===== src/rtl/muller_pkg.sv =====
// Shared types and the C-element update rule for the clocked Muller pipeline.
package muller_pkg;

  localparam int unsigned MULLER_MIN_DEPTH  = 2;
  localparam int unsigned MULLER_MAX_INPUTS = 32;

  typedef logic [MULLER_MAX_INPUTS-1:0] c_state_t;

  // Rise when every used input is 1, fall when every used input is 0, else hold.
  function automatic logic c_next(input c_state_t inputs, input logic current,
                                  input int unsigned n = MULLER_MAX_INPUTS);
    logic all_one;
    logic all_zero;
    all_one  = 1'b1;
    all_zero = 1'b1;
    for (int unsigned i = 0; i < MULLER_MAX_INPUTS; i++) begin
      if (i < n) begin
        all_one  = all_one & inputs[i];
        all_zero = all_zero & ~inputs[i];
      end
    end
    if (all_one) return 1'b1;
    if (all_zero) return 1'b0;
    return current;
  endfunction

endpackage


===== src/rtl/muller_pipe_clk_c.sv =====
// Clocked N-input C-element; also flags the cycle in which its output rises.
module muller_c_clk
  import muller_pkg::*;
#(
  parameter int unsigned N = 2
) (
  input  logic         clk,
  input  logic         rst,
  input  logic [N-1:0] in_i,
  output logic         c_o,
  output logic         rise_c_o
);

  if (N < 1 || N > MULLER_MAX_INPUTS) begin : g_bad_n
    $error("muller_c_clk: N out of range");
  end

  logic c_q;
  logic c_d;

  always_comb begin
    c_d = c_next(c_state_t'(in_i), c_q, N);
  end

  always_ff @(posedge clk or posedge rst) begin
    if (rst) c_q <= 1'b0;
    else     c_q <= c_d;
  end

  assign c_o      = c_q;
  assign rise_c_o = ~c_q & c_d;

endmodule


===== src/rtl/muller_pipe_clk.sv =====
// Clocked Muller micropipeline: DEPTH C-element stages with bundled-data registers.
// Optional input-protocol monitors are built when MULLER_PIPE_PROTOCOL_CHECK_EN is defined.
module muller_pipe_clk
  import muller_pkg::*;
#(
  parameter int unsigned WIDTH = 8,
  parameter int unsigned IN_CH = 1,
  parameter int unsigned DEPTH = 4
) (
  input  logic                   clk,
  input  logic                   rst,
  input  logic [IN_CH-1:0]       in_req,
  input  logic [IN_CH*WIDTH-1:0] in_data,
  output logic                   in_ack,
  output logic                   out_req,
  output logic [IN_CH*WIDTH-1:0] out_data,
  input  logic                   out_ack,
  output logic                   proto_err
);

  localparam int unsigned DW = IN_CH * WIDTH;

  if (DEPTH < MULLER_MIN_DEPTH) begin : g_bad_depth
    $error("muller_pipe_clk: DEPTH below minimum");
  end
  if (IN_CH < 1) begin : g_bad_in_ch
    $error("muller_pipe_clk: IN_CH must be at least 1");
  end

  logic [DEPTH-1:0] c_q;
  logic [DEPTH-1:0] rise_c;
  logic [DW-1:0]    data_q [DEPTH];

  // Stage 0 joins all input requests; the last stage listens to out_ack.
  for (genvar i = 0; i < DEPTH; i++) begin : g_stage
    if (i == 0) begin : g_first
      muller_c_clk #(.N(IN_CH + 1)) u_c (
        .clk     (clk),
        .rst     (rst),
        .in_i    ({~c_q[1], in_req}),
        .c_o     (c_q[i]),
        .rise_c_o(rise_c[i])
      );
    end else if (i == DEPTH - 1) begin : g_last
      muller_c_clk #(.N(2)) u_c (
        .clk     (clk),
        .rst     (rst),
        .in_i    ({~out_ack, c_q[i-1]}),
        .c_o     (c_q[i]),
        .rise_c_o(rise_c[i])
      );
    end else begin : g_mid
      muller_c_clk #(.N(2)) u_c (
        .clk     (clk),
        .rst     (rst),
        .in_i    ({~c_q[i+1], c_q[i-1]}),
        .c_o     (c_q[i]),
        .rise_c_o(rise_c[i])
      );
    end
  end

  // Data moves only when a stage accepts a new token (0->1 on its C-element).
  always_ff @(posedge clk or posedge rst) begin
    if (rst) begin
      for (int unsigned i = 0; i < DEPTH; i++) data_q[i] <= '0;
    end else begin
      if (rise_c[0]) data_q[0] <= in_data;
      for (int unsigned i = 1; i < DEPTH; i++) begin
        if (rise_c[i]) data_q[i] <= data_q[i-1];
      end
    end
  end

  assign in_ack   = c_q[0];
  assign out_req  = c_q[DEPTH-1];
  assign out_data = data_q[DEPTH-1];

`ifdef MULLER_PIPE_PROTOCOL_CHECK_EN
  logic [IN_CH-1:0] req_q;
  logic [DW-1:0]    dat_q;
  logic             err_q;
  logic             err_d;

  // Sticky flag: early request drop, early re-request, or data change while waiting.
  always_comb begin
    err_d = err_q;
    for (int unsigned j = 0; j < IN_CH; j++) begin
      if (req_q[j] && !in_req[j] && !c_q[0]) err_d = 1'b1;
      if (!req_q[j] && in_req[j] && c_q[0])  err_d = 1'b1;
      if (req_q[j] && in_req[j] && !c_q[0] &&
          (dat_q[j*WIDTH +: WIDTH] != in_data[j*WIDTH +: WIDTH])) err_d = 1'b1;
    end
  end

  always_ff @(posedge clk or posedge rst) begin
    if (rst) begin
      req_q <= '0;
      dat_q <= '0;
      err_q <= 1'b0;
    end else begin
      req_q <= in_req;
      dat_q <= in_data;
      err_q <= err_d;
    end
  end

  assign proto_err = err_q;
`else
  assign proto_err = 1'b0;
`endif

endmodule


===== config.mk =====
export PLATFORM = sky130hd
export DESIGN_NAME = muller_pipe_clk
export DESIGN_NICKNAME = d
export VERILOG_FILES = /design/src/rtl/muller_pkg.sv /design/src/rtl/muller_pipe_clk_c.sv /design/src/rtl/muller_pipe_clk.sv
export SDC_FILE = /design/constraint.sdc
export NUM_CORES = 1
export LEC_CHECK = 0
export CAP_MARGIN = 20
export CORE_MARGIN = 1
export CORE_UTILIZATION = 58
export DETAILED_ROUTE_END_ITERATION = 8
export DONT_BUFFER_PORTS = 1
export PLACE_DENSITY = 0.83
export SETUP_SLACK_MARGIN = 0.2
export SYNTH_ARGS = -nofsm -noshare
export SYNTH_HDL_FRONTEND = slang
export SYNTH_SLANG_ARGS = --single-unit

===== constraint.sdc =====
create_clock -name clk -period 1.6 [get_ports clk]
set_input_delay 0.16 -clock clk [delete_from_list [all_inputs] [get_ports clk]]
set_output_delay 0.16 -clock clk [all_outputs]
set_load 0.005 [all_outputs]

Word-level counts from Yosys, hierarchy flattened
Cells that the tools add are included.

storage, ports and cells
  bits in registers = 36
  memories kept = 0
  latch bits = 0
  RAM bits = 0
  logic and storage cells = 54
  ROM bits = 0
  output and inout port bits = 11

cells by class
  reduce and logical (&&, ||, !) cells = 0
  equality and inequality tests = 0
  bitwise gates (word level) = 18
  magnitude comparators = 0
  muxes and demuxes = 28
  $mul = 0
  div/mod/pow operators = 0
  add/sub/neg operators = 0
  shift operators = 0

operator list
  cell           count
  $mux W1        28
  $and A1 B1 Y1  12
  $not A1 Y1     6

Logic depth before layout (Yosys ltp)
Gate-level depths: netlist of run 1.

  word-level depth = 7
  depth in mapped cells = 3
  depth with buffers taken out = 2

Cells and area by module
A second synthesis of run 1 with hierarchy kept.

unflattened totals
  cell total of the unflattened synthesis = 99
  area total of the unflattened synthesis = 1616.6 µm²

by module, submodules not included
  module           times used  area each (µm²)  sequential area each (µm²)  cells an instance
  muller_pipe_clk  1           1416.4           800.8                       83
  muller_c_clk     4           50.0             25.0                        4

Worst setup path before layout of run 1
No wires, ideal clock.

  path kind = flip-flop to flip-flop
  start = reg g_stage[1].g_mid.u_c.c_q
  end = reg data_q[24] in the netlist's numbering
  path slack = 0.273 ns
  stages on the path, launching flop included = 4
  clock period less this slack = 1.327 ns
  arrival = 1.202 ns
  path buffers = 1
  cell sequence = dfrtp_1 -> buf_4 -> nor3b_4 -> mux2_2

on the way
  cells in the longest elaborated chain, start to end = 6
  elaborated cells on any way between the ends = 10
  those cells by class = 6 x mux; 4 x bitwise

ends and longest elaborated chain
  element                        line                     RTL
  start, declared                muller_pipe_clk_c.sv:18  logic c_q;
  start signal, assigned         muller_pipe_clk_c.sv:26  if (rst) c_q <= 1'b0;
  start signal, assigned         muller_pipe_clk_c.sv:27  else c_q <= c_d;
  $and A1 B1 Y1                  muller_pkg.sv:19         all_zero = all_zero & ~inputs[i];
  $mux W1 (2 in a row)           muller_pkg.sv:23         if (all_zero) return 1'b0;
  $mux W1                        muller_pkg.sv:24         return current;
  $mux W1 (*)                    muller_pkg.sv:23
  $and A1 B1 Y1 (*)              muller_pipe_clk_c.sv:31  assign rise_c_o = ~c_q & c_d;
  end signal, assigned by index  muller_pipe_clk.sv:70    if (rise_c[i]) data_q[i] <= data_q[i-1];
  end, declared                  muller_pipe_clk.sv:32    logic [DW-1:0] data_q [DEPTH];

Every way passes the cells marked *; elsewhere a longest branch is shown, timed or not. The select of a mux whose other input is x is not followed.
A chain may end at the register's enable or synchronous reset.

Worst setup path in the final report of run 1
  start = reg g_stage[3].g_last.u_c.c_q
  end = reg data_q (netlist bit out_data[0])

on the way
  cells in the longest elaborated chain, start to end = 3
  elaborated cells on any way between the ends = 4
  those cells by class = 2 x mux; 2 x bitwise

ends and longest elaborated chain
  element                 line
  start, declared         muller_pipe_clk_c.sv:18
  start signal, assigned  muller_pipe_clk_c.sv:26
  start signal, assigned  muller_pipe_clk_c.sv:27
  $mux W1                 muller_pkg.sv:24
  $mux W1                 muller_pkg.sv:23
  $and A1 B1 Y1 (*)       muller_pipe_clk_c.sv:31

Every way passes the cells marked *; elsewhere a longest branch is shown, timed or not.

==> impl_metrics.tcl, run 1 <==
set metrics [dict create \
    io_pins 23 \
    dr.pass1.iters 4 \
    outcome "finished clean" \
    cts_tree "done" \
    whs_path_depth 2 \
    post-dp-hpwl_microns 1330 \
    grt_max_degree 37 \
    core-area_sq_mm 0.00232 \
    dieArea_sq_mm 0.00276 \
    grt_overflow_total 0 \
    final_cell_mix "dfrtp_1, mux2_2, dlygate4sd3_1" \
    synth_seq_cells 36 \
    drcViolationCount 0 \
    cts_sinks 36 \
    drive_gt1_frac 0.457 \
    arrival_ns 1.54 \
    r2r_cells 3 \
    layout.nets 116 \
    track_usage 0.197 \
    max_stage_delay_ns 0.49 \
    yosysWarnings 0 \
    finalHoldViolations 0 \
    gp_congestion 0.674 \
    clk_latency_ns 0.33 \
    port_buffers 0 \
    hold_path_class "primary input to flop" \
    num-fill-cells 161 \
    synthDistinctLibCells 8 \
    cts_made_buffers 5 \
    layout_commonest_cell "dfrtp_1" \
    cellLeakagePower_nw 0.740 \
    grt_pass1_vias 747 \
    start_kind "flop" \
    synth_top_area_frac 0.608 \
    finalWirelength_microns 2030 \
    fin_crit_ns 1.32 \
    die_h_microns 52.5 \
    slowest_stage "dfrtp_2" \
    ir_worst_vdd_mv 1.71 \
    seq_area_frac_synth 0.608 \
    synth_area_leaders "dfrtp_1, mux2_2, buf_4" \
    switching_share 0.279 \
    worst-setup-path-type "flop to flop" \
    p_clk_frac 0.184 \
    p_per_area_mw_per_mm2 1960 \
    grt_pass1_wl_microns 3630 \
    clk_pin_slew_worst_paths_ns 0.10 \
    drv_cap 0 \
    finalSetupViolations 0 \
    drv_slew 0 \
    p_switching_w 0.000929 \
    die_x_microns 52.5 \
    pwr-share-seq 0.524 \
    h-tree-depth 2 \
    hold_ws_ns 0.0433 \
    drt_iter0_drc 8 \
    fin_skew_ns 0.00986 \
    clk_path_buf_depth 2 \
    yosysTopAreaCell "dfrtp_1" \
    synth_fp_nets 105 \
    comb_power_share 0.293 \
    cts_root_buffer "clkbuf_4" \
    synth_area_per_cell_sq_um 15.9 \
    diodes 0 \
    std_cell_rows 17 \
    crit_chain "nor3b_4, buf_12, mux2_2" \
    tns_ns 0 \
    syn-instance-count 93 \
    wl_per_cell_microns 15.2 \
    ant_nets 0 \
    worstSetupEndpointType "flop" \
    rsz0062_at_grt "false" \
    start_util 0.639 \
    worst_ep_required_time_ns 1.83 \
    critPathMaxFanout 8 \
    area_delta_synth_final_pct 14.9 \
    via_per_inst 5.31 \
    synth_area_sq_mm 0.00148 \
    fmax_mhz 758 \
    post-route-period-util 0.824 \
    antenna_found_initial 0 \
    vias 706 \
    p_int_w 0.00240 \
]
-- path summary, 6_finish.rpt --
| check | endpoint | from | slack (ns) |
|---|---|---|---|
| worst max-delay path | out_data[0] | g_stage[3].g_last.u_c.c_o | 0.28 |
| worst min-delay path | g_stage[3].g_last.u_c.c_o | out_ack | 0.04 |
| worst max register to register | out_data[0] | g_stage[3].g_last.u_c.c_o | 0.28 |
| worst min register to register | data_q[15] | data_q[15] | 0.50 |
| max in group asynchronous | g_stage[2].g_mid.u_c.c_o | rst | 0.90 |
| min in group asynchronous | out_data[1] | rst | 0.36 |
-- layout make-up --
| type | count | area (sq um) | area share |
|---|---|---|---|
| Sequential cell | 36 | 905 | 0.532 |
| Multi-Input combinational cell | 41 | 479 | 0.282 |
| Timing Repair Buffer | 15 | 188 | 0.110 |
| Clock buffer | 6 | 41.3 | 0.0243 |
| Clock inverter | 2 | 35.0 | 0.0206 |
| Tap cell | 28 | 35.0 | 0.0206 |
| Inverter | 5 | 18.8 | 0.0110 |
-- cell usage after synthesis --
cell type and count:
dfrtp_1 36, mux2_2 29, buf_4 11, inv_1 5, maj3_1 4, nor3b_4 4, mux2_1 3, conb_1 1
-- flip-flops by register name (all words and copies together) (netlist names) --
| name | flops |
|---|---|
| data_q | 24 |
| g_stage.g_first.u_c.c_o | 1 |
| g_stage.g_last.u_c.c_o | 1 |
| g_stage.g_mid.u_c.c_o | 2 |
| out_data | 8 |
-- worst max-delay path: cells and delay by family, from the launching register on --
family,cells,cell delay [ns]
simple gates,1,0.25
mux,1,0.33
flops,1,0.49
buf+inv,1,0.15
-- metrics by stage --
| stage | power [W] | std cells | setup WS [ns] | utilization | cell area (sq um) |
|---|---|---|---|---|---|
| global placement | 0.00250 | 111 | 0.164 | 0.622 | 1440 |
| CTS | 0.00335 | 133 | 0.213 | 0.732 | 1700 |
| finish | 0.00333 | 133 | 0.281 | 0.734 | 1700 |
| floorplan | 0.00254 | 93 | 0.273 | - | 1480 |
| detailed placement | 0.00258 | 111 | 0.106 | 0.622 | 1440 |
| global route | 0.00356 | 133 | 0.200 | 0.734 | 1700 |
-- logic make-up after synthesis --
group,after synthesis,synth area share
flip-flops,36,0.608
buffers and inverters,16,0.0684
other,1,0.00253
multiplexers,32,0.243
AND/OR/NAND/NOR,4,0.0507
adder cells (fa/ha/maj),4,0.0270
-- power by group through the flow --
stage	Combinational (W)	Sequential [W]	Clock, W
floorplan	0.000969	0.00157	0
global placement	0.000767	0.00173	0
detailed placement	0.000815	0.00176	0
CTS	0.000983	0.00174	0.000627
global route	0.00106	0.00183	0.000665
finish	0.000974	0.00174	0.000611
-- layer usage --
metal	vias up	GRT usage	share of wire
met4	0	0.105	0.020
met3	4	0.0957	0.049
met1	350	0.249	0.47
li1	328	-	-
met2	24	0.276	0.46
met5	-	0	0
-- what timing repair did --
| action | 4_1_cts | 5_1_grt |
|---|---|---|
| pin swaps | 2 | 0 |
| hold buffers | 10 | 0 |
| buffers inserted | 4 | 0 |
| resized for setup | 0 | 3 |
| hold endpoints to repair | 45 | 0 |
| setup endpoints to repair | 32 | 17 |
Power figures use the tool's default switching activity.
==> inputs of run 2 (changes only) <==
- clock period: 1.6 -> 1.4 ns (I/O delays scaled with it)
==> impl_metrics.tcl, run 2 (same netlist as run 1, synthesis figures left out) <==
set metrics [dict create \
    outcome "finished clean" \
    cts_sinks 36 \
    clk_latency_ns 0.33 \
    max_stage_delay_ns 0.48 \
    worst_ep_required_time_ns 1.63 \
    clk_path_buf_depth 2 \
    dieArea_sq_mm 0.00276 \
    wl_per_cell_microns 17.2 \
    arrival_ns 1.51 \
    die_x_microns 52.5 \
    final_cell_mix "dfrtp_1, mux2_4, dlygate4sd3_1" \
    antenna_found_initial 0 \
    drv_cap 0 \
    start_kind "flop" \
    num-fill-cells 130 \
    drive_gt1_frac 0.500 \
    io_pins 23 \
    vias 719 \
    critPathMaxFanout 8 \
    power_w 0.00437 \
    worstSetupEndpointType "flop" \
    via_per_inst 5.29 \
    layout_commonest_cell "dfrtp_1" \
    track_usage 0.215 \
    diodes 0 \
    area_delta_synth_final_pct 24.5 \
    cts_made_buffers 5 \
    grt_pass1_vias 846 \
    core-area_sq_mm 0.00232 \
    slowest_stage "dfrtp_2" \
    finalHoldViolations 0 \
    gp_congestion 0.711 \
    grt_overflow_total 0 \
    largest_register_ffs 24 \
    hold_path_class "primary input to flop" \
    grt_max_degree 37 \
    ant_nets 0 \
    cts_root_buffer "clkbuf_4" \
    drcViolationCount 0 \
    drt_iter0_drc 9 \
    drv_slew 0 \
    port_buffers 0 \
    grt_pass1_wl_microns 3980 \
    cts_tree "done" \
    finalWirelength_microns 2340 \
    fmax_mhz 782 \
    dr.pass1.iters 3 \
    post-dp-hpwl_microns 1520 \
    std_cell_rows 17 \
    die_h_microns 52.5 \
    fin_crit_ns 1.28 \
    post-route-period-util 0.914 \
    top_register "data_q" \
    ir_worst_vdd_mv 1.86 \
    cellLeakagePower_nw 0.855 \
    clk_pin_slew_worst_paths_ns 0.10 \
    worst-setup-path-type "flop to flop" \
    crit_chain "nor3b_4, buf_12, mux2_4" \
    tns_ns 0 \
    h-tree-depth 2 \
    layout.nets 119 \
    fin_skew_ns 0.00705 \
    finalSetupViolations 0 \
    start_util 0.639 \
    rsz0062_at_grt "true" \
    p_per_area_mw_per_mm2 2370 \
]
-- run 2: cell count changes in the layout (fill, tap and decap cells not counted) --
| cell | change |
|---|---|
| buf_4 | +3 |
| mux2_1 | -3 |
| mux2_2 | -29 |
| mux2_4 | +32 |
-- run 2: path summary, 6_finish.rpt --
| path | from | to | slack (ns) | cells after the start |
|---|---|---|---|---|
| max in group asynchronous | rst | g_stage[1].g_mid.u_c.c_o | 0.73 | 3 |
| setup / recovery | g_stage[3].g_last.u_c.c_o | out_data[1] | 0.12 | 3 |
| hold reg to reg | data_q[22] | data_q[14] | 0.52 | 1 |
| min in group asynchronous | rst | data_q[15] | 0.34 | 3 |
| hold / removal | out_ack | g_stage[3].g_last.u_c.c_o | 0.02 | 2 |
| setup reg to reg | g_stage[3].g_last.u_c.c_o | out_data[1] | 0.12 | 3 |
-- run 2: worst max-delay path, delay by kind of cell, from the launching register on --
| kind | cells | cell delay (ns) |
|---|---|---|
| flops | 1 | 0.48 |
| mux | 1 | 0.30 |
| simple gates | 1 | 0.23 |
| buf+inv | 1 | 0.16 |
-- run 2: where the power goes --
group          leakage, nW  switching, W  internal [W]  total (W)
clock network       0.0422      0.000327      0.000374   0.000701
registers            0.429      0.000437       0.00158    0.00202
logic                0.384      0.000447       0.00120    0.00164
total                0.855       0.00121       0.00315    0.00437
-- run 2: through the flow --
stage	hold WS (ns)	utilization	instance area [sq um]	cells	worst slack [ns]
floorplan	0.288	-	1500	93	0.0883
CTS	0.0102	0.778	1800	136	0.0956
global placement	0.144	0.663	1540	117	0.0804
detailed placement	0.155	0.663	1540	117	0.00633
global route	0.0373	0.795	1840	136	0.0876
finish	0.0246	0.795	1840	136	0.121
-- run 2: layout make-up --
cell class                 instances  area [sq um]  area share
sequential                        36           905       0.491
clock inverter                     2          35.0      0.0190
inverter                           5          18.8      0.0102
clock buffer                       6          41.3      0.0224
tap                               28          35.0      0.0190
timing repair buffer              18           210       0.114
multi-input combinational         41           599       0.325
-- run 2: timing repair --
action / in CTS / in global routing
pin swaps: 2 / 3
hold buffers: 10 / 0
buffers inserted: 1 / 0
setup endpoints to repair: 32 / 32
endpoints found under the hold margin: 45 / 0
gates resized for setup: 20 / 11
-- run 2: metal layers --
layer | track usage | vias up | part of all wire | routed length [microns]
li1 | - | 337 | - | -
met2 | 0.342 | 25 | 0.49 | 1140
met1 | 0.261 | 355 | 0.46 | 1080
met5 | 0 | - | 0 | 0
met3 | 0.0870 | 2 | 0.049 | 114
met4 | 0.0789 | 0 | 0.0034 | 8
==> inputs of run 3 (changes only) <==
- CAP_MARGIN: 20 -> default
==> results of run 3 <==
Final layout, timing and power as in run 2 (identical DEF).
